--- src/rtl/sram_serial_feeder.sv ---
// rtl/sram_serial_feeder.sv - FIFO-buffered {addr,data} frame sender for the SRAM serial loader
// Queues host writes and replays each as an LSB-first serial frame, re-arming the loader between frames.
module sram_serial_feeder #(
  parameter int MEMORY_DATA_WIDTH = 8,
  parameter int MEMORY_ADDR_WIDTH = 9,
  parameter int FIFO_DEPTH        = 4,
  parameter int RDY_TIMEOUT       = 8
) (
  input  logic                         CLK,
  input  logic                         BGN,
  input  logic                         WR_EN,
  input  logic [MEMORY_ADDR_WIDTH-1:0] WR_ADDR,
  input  logic [MEMORY_DATA_WIDTH-1:0] WR_DATA,
  input  logic                         ERR_CLR,
  output logic                         FULL,
  output logic                         BUSY,
  output logic                         DONE,
  output logic                         ERR,
  output logic                         OVF,
  output logic                         LDR_BGN,
  output logic                         LDR_LOAD_N,
  output logic                         LDR_SI,
  input  logic                         LDR_RDY
);

  localparam int W  = MEMORY_ADDR_WIDTH + MEMORY_DATA_WIDTH;
  localparam int PW = $clog2(FIFO_DEPTH);
  localparam int CW = $clog2(FIFO_DEPTH + 1);
  localparam int BW = $clog2(W + 1);
  localparam int TW = $clog2(RDY_TIMEOUT + 1);

  typedef enum logic [2:0] {
    S_IDLE,
    S_ARM,
    S_SHIFT,
    S_WAIT,
    S_CLR
  } state_t;

  state_t         state_q, state_d;
  logic [W-1:0]   fifo_q [FIFO_DEPTH];
  logic [W-1:0]   fifo_d [FIFO_DEPTH];
  logic [PW-1:0]  wr_ptr_q, wr_ptr_d;
  logic [PW-1:0]  rd_ptr_q, rd_ptr_d;
  logic [CW-1:0]  count_q, count_d;
  logic [W-1:0]   sr_q, sr_d;
  logic [BW-1:0]  bit_cnt_q, bit_cnt_d;
  logic [TW-1:0]  tmr_q, tmr_d;
  logic           full_q, full_d;
  logic           busy_q, busy_d;
  logic           done_q, done_d;
  logic           err_q, err_d;
  logic           ovf_q, ovf_d;
  logic           bgn_q, bgn_d;
  logic           load_n_q, load_n_d;
  logic           si_q, si_d;
  logic           push, pop, err_set;
  logic [W-1:0]   head;

  always_comb begin
    // The head is only consumed in CLR, so a full FIFO can still accept a write that cycle.
    pop     = (state_q == S_CLR);
    push    = WR_EN && ((count_q != CW'(FIFO_DEPTH)) || pop);
    head    = fifo_q[rd_ptr_q];

    fifo_d  = fifo_q;
    if (push) begin
      fifo_d[wr_ptr_q] = {WR_ADDR, WR_DATA};
    end
    wr_ptr_d = push ? wr_ptr_q + PW'(1) : wr_ptr_q;
    rd_ptr_d = pop  ? rd_ptr_q + PW'(1) : rd_ptr_q;
    count_d  = count_q + CW'(push) - CW'(pop);

    state_d   = state_q;
    sr_d      = sr_q;
    bit_cnt_d = bit_cnt_q;
    tmr_d     = tmr_q;
    si_d      = 1'b0;
    done_d    = 1'b0;
    err_set   = 1'b0;

    case (state_q)
      S_IDLE: begin
        if (count_q != '0) begin
          state_d = S_ARM;
        end
      end
      S_ARM: begin
        state_d   = S_SHIFT;
        bit_cnt_d = '0;
        si_d      = head[0];
        sr_d      = head >> 1;
      end
      S_SHIFT: begin
        if (bit_cnt_q == BW'(W - 1)) begin
          state_d = S_WAIT;
          tmr_d   = '0;
        end else begin
          bit_cnt_d = bit_cnt_q + BW'(1);
          si_d      = sr_q[0];
          sr_d      = sr_q >> 1;
        end
      end
      S_WAIT: begin
        if (LDR_RDY) begin
          state_d = S_CLR;
          done_d  = 1'b1;
        end else if (tmr_q >= TW'(RDY_TIMEOUT - 1)) begin
          state_d = S_CLR;
          err_set = 1'b1;
        end else begin
          tmr_d = tmr_q + TW'(1);
        end
      end
      S_CLR: begin
        state_d = (count_d != '0) ? S_ARM : S_IDLE;
      end
      default: begin
        state_d = S_IDLE;
      end
    endcase

    bgn_d    = (state_d == S_ARM) || (state_d == S_SHIFT) || (state_d == S_WAIT);
    load_n_d = (state_d != S_ARM);
    full_d   = (count_d == CW'(FIFO_DEPTH));
    busy_d   = (count_d != '0) || (state_d != S_IDLE);
    err_d    = err_set || (err_q && !ERR_CLR);
    ovf_d    = (WR_EN && !push) || (ovf_q && !ERR_CLR);
  end

  always_ff @(posedge CLK or negedge BGN) begin
    if (!BGN) begin
      state_q   <= S_IDLE;
      fifo_q    <= '{default: '0};
      wr_ptr_q  <= '0;
      rd_ptr_q  <= '0;
      count_q   <= '0;
      sr_q      <= '0;
      bit_cnt_q <= '0;
      tmr_q     <= '0;
      full_q    <= 1'b0;
      busy_q    <= 1'b0;
      done_q    <= 1'b0;
      err_q     <= 1'b0;
      ovf_q     <= 1'b0;
      bgn_q     <= 1'b0;
      load_n_q  <= 1'b1;
      si_q      <= 1'b0;
    end else begin
      state_q   <= state_d;
      fifo_q    <= fifo_d;
      wr_ptr_q  <= wr_ptr_d;
      rd_ptr_q  <= rd_ptr_d;
      count_q   <= count_d;
      sr_q      <= sr_d;
      bit_cnt_q <= bit_cnt_d;
      tmr_q     <= tmr_d;
      full_q    <= full_d;
      busy_q    <= busy_d;
      done_q    <= done_d;
      err_q     <= err_d;
      ovf_q     <= ovf_d;
      bgn_q     <= bgn_d;
      load_n_q  <= load_n_d;
      si_q      <= si_d;
    end
  end

  assign FULL       = full_q;
  assign BUSY       = busy_q;
  assign DONE       = done_q;
  assign ERR        = err_q;
  assign OVF        = ovf_q;
  assign LDR_BGN    = bgn_q;
  assign LDR_LOAD_N = load_n_q;
  assign LDR_SI     = si_q;

endmodule

--- config.mk ---
export PLATFORM = sky130hd
export DESIGN_NAME = sram_serial_feeder
export DESIGN_NICKNAME = d
export VERILOG_FILES = /design/src/rtl/sram_serial_feeder.sv
export SDC_FILE = /design/constraint.sdc
export NUM_CORES = 1
export LEC_CHECK = 0
export CAP_MARGIN = 15
export CELL_PAD_IN_SITES_DETAIL_PLACEMENT = 0
export CELL_PAD_IN_SITES_GLOBAL_PLACEMENT = 1
export CORE_MARGIN = 2
export CORE_UTILIZATION = 50
export DETAILED_ROUTE_END_ITERATION = 8
export DONT_BUFFER_PORTS = 1
export HOLD_SLACK_MARGIN = 0.1
export PLACE_DENSITY = 0.77
export SLEW_MARGIN = 10
export SYNTH_ARGS = -nofsm -noshare
export SYNTH_HDL_FRONTEND = slang
export SYNTH_SLANG_ARGS = --single-unit
--- constraint.sdc ---
create_clock -name CLK -period 5.88 [get_ports CLK]
set_clock_uncertainty 0.15 [all_clocks]
set_input_delay 0.294 -clock CLK [delete_from_list [all_inputs] [get_ports CLK]]
set_output_delay 0.294 -clock CLK [all_outputs]
set_load 0.01 [all_outputs]
==> results.md <==
* Register area share after synthesis at between 50% and 60%
* Clock-pin slew of the registers on the worst-case setup and hold paths at 100 ps
* Ys async rst share at 100.0%
* Most frequent cell after synthesis: dfrtp_1
* Initial DRT Pass Iterations at 5
* Hold WC Path Type: input port to async pin
* Setup TNS at 0 ps
* RSZ-0062 raised after global routing: no
* Power Total at 3.172 mW
* CP endpoint: state_q[0]$_DFF_PN0_
* Net Count, Synth at roughly 410
* Crit-path max cell delay at 520 ps
* EDFF count, synth at 0
* Initial antenna violation count at 0
* Top post-synthesis cells by area: dfrtp_1 53%, mux2_4 12%, mux4_2 7.4%
* P&R area growth vs syn at 9.429%
* FF+latch count, synth at ~110
* Post-Synthesis Cells at ~380
* Via density at 5.508
* Most common library cells after synthesis: 110 x dfrtp_1, 40 x mux2_4, 39 x nand2_1, 28 x mux2_2, 28 x nor2_1
* Mean Syn Cell Area at between 10 and 15 µm²
* Pwr/cell area at 562.9 nW/µm²
* Tightest Pin Transition at 1049 ps
* Maximum vdd drop at approximately 250 µV
* Die Height at 105.5 µm
* Netlist Area Pre-Place at about 5100 µm²
* Hpwl dp at around 5700 µm
* Synth Flop Type: dfrtp_1
* Setup WS post-layout at around 2100 ps
* Status: completed
* Flop-to-flop setup slack at approximately 2100 ps
* Setup crit end kind: register
* Setup Viol. Count Final at 0
* Yosys top cell by area: dfrtp_1
* NumNets Final at 422
* Post-route ant nets at 0
* Relative slew slack at 29.95%
* Clock H-tree levels at 3
* Reg2reg end: state_q[0]$_DFF_PN0_
* Dpl ws at ~2200 ps
* CTS Sinks at 111
* Overflow after GRT at 0
* First-pass GRT wire length at 15640 µm
* Crit path depth at 11
* DRC at 0
* Synth top area share at a little over half
* Site Rows at 37
* Count of buffers from port buffering at 0
* Clk buf depth at 2
* Ys Warns at 0
* Largest net degree at the start of global routing at roughly 110
* CTS tree: done
* Worst path bufs/invs at 2
* GP Congestion at roughly 0.74
* Layout cell share with drive strength beyond 1 at approximately 28%
* Critical path's top delay family: adder cells
* Kind of critical path: register to register
* Initial core utilization at about half
* Period utilization at a little under two thirds
* Critical path startpoint: state_q[2]$_DFF_PN0_
* Num CTS Buffers at 9
* Hold Buf Count CTS at 22
* Post-layout minimum cycle time at about 3700 ps
* Crit start category: register
* Die area at roughly 11000 µm²
* WP data required at 5980 ps
* Number of placed I/O pins at 30
* R2R cell count at 11
* Arr. time, crit path at between 3000 and 4000 ps
* Die W at 105.5 µm
* Core Area at 10140 µm²
* # resized after CTS at 0
* Max Freq at 268.1 MHz
* Final WL at between 9000 and 10000 µm
* Cell variety after synth at a little over 40
* Max Cap Violations at 0
* CTS Root Cell: clkbuf_8
* Number of global-route vias before repair at roughly 3000
* Worst skew pair latency at 370 ps
* Total track usage at 18.15%
* Final Max Slew Viols at 0
* Vias post-DR at slightly below 3000
* Hold Fails Final Rpt at 0
* Antenna fix cells at 0
* Postcts setup bufs at 0
* CP Cell Sequence: or3b_1, a31oi_4, inv_1, ha_1, inv_1, ha_1, fa_1, xnor3_1, nor3_1, a2111o_1, nand4_1
* Routed WL per cell at around 17 µm
* Initial DRC count at between 100 and 150
* FF-to-FF Start: state_q[2]$_DFF_PN0_
* Leak at between 2 and 3 nW
* Critical path fanouts, max at 11
* CP max-delay cell: dfrtp_1
## state kept, by name, summed over array words and instances, names as in the netlist, 2 cells and up
register / count
tmr_q: 4
sr_q: 16
bit_cnt_q: 5
count_q: 3
fifo_q: 68
wr_ptr_q: 2
rd_ptr_q: 2
state_q: 3
## final cells by class
type                    count  area, µm²
clock inverters             2      15.01
clock buffers              13      168.9
flip-flops and latches    111       2779
inverters                  16      60.06
fillers                   854       4504
repair buffers             24      252.7
well taps                 136      170.2
multi-input cells         228       2188
## worst reg2reg max path, stage by stage, from the launching register on
cell      delay, ps
dfrtp_1         520
or3b_1          490
a31oi_4         440
inv_1            90
ha_1            300
inv_1            40
ha_1            180
fa_1            400
xnor3_1         380
nor3_1          260
a2111o_1        250
nand4_1         110
## power breakdown
part	internal, mW	total, mW	switching [mW]	leakage [nW]
Clock	0.187	0.437	0.249	0.0878
Combinational	0.756	1.33	0.574	1.15
Sequential	1.14	1.41	0.262	1.32
Total	2.09	3.17	1.08	2.56
## routing by layer
layer	GRT usage (%)	vias to the layer above	part of all wire, %
met5	0	-	0
met4	6.571	0	1.4
met3	3.278	11	2.7
met2	28.57	32	48
met1	25.43	1525	48
li1	-	1351	-
## worst min path at each step
stage	from	endpoint	slack [ps]
3_3_place_gp	BGN	ERR$_DFF_PN0_	-150
4_1_cts	fifo_q[41]$_DFFE_PN0P_	fifo_q[41]$_DFFE_PN0P_	360
2_1_floorplan	BGN	BUSY$_DFF_PN0_	-150
3_5_place_dp	BGN	DONE$_DFF_PN0_	-150
5_1_grt	fifo_q[20]$_DFFE_PN0P_	fifo_q[20]$_DFFE_PN0P_	380
6_report	BGN	BUSY$_DFF_PN0_	330
## cell families after synthesis
| family | share of synthesized area (%) |
|---|---|
| compound gates | 4.763 |
| xor+xnor | 1.288 |
| flops | 53.97 |
| mux | 25.22 |
| simple gates | 8.554 |
| buf+inv | 3.621 |
| fa+ha+maj | 2.576 |
## cells in the final DEF (no fill, tap or decap), drive strengths merged, types with 2 or more instances in the layout
cell type | synthesis | layout
buf | 11 | 3
dfrtp | 110 | 110
ha | 9 | 9
dlygate4sd3 | 0 | 21
a31oi | 17 | 17
xnor2 | 3 | 3
or3b | 2 | 2
clkinvlp | 0 | 2
mux2 | 68 | 68
nand4 | 4 | 4
mux4 | 17 | 17
nor3 | 3 | 3
nor2 | 28 | 28
inv | 16 | 16
nand3 | 3 | 3
a211oi | 2 | 2
xor2 | 2 | 2
nand2 | 43 | 43
clkbuf | 9 | 13
o21ai | 7 | 7
nor3b | 4 | 4
## metrics by stage
step	hold WS, ps	instance area, µm²	instances	util [%]
floorplan	-151.6	5149	375	-
global placement	-149.2	5213	493	51.41
detailed placement	-148.8	5213	493	51.41
CTS	364.9	5634	530	55.57
global route	378.3	5634	530	55.57
finish	331.6	5634	530	55.57
No activity file was read; power rests on OpenSTA's default activity.
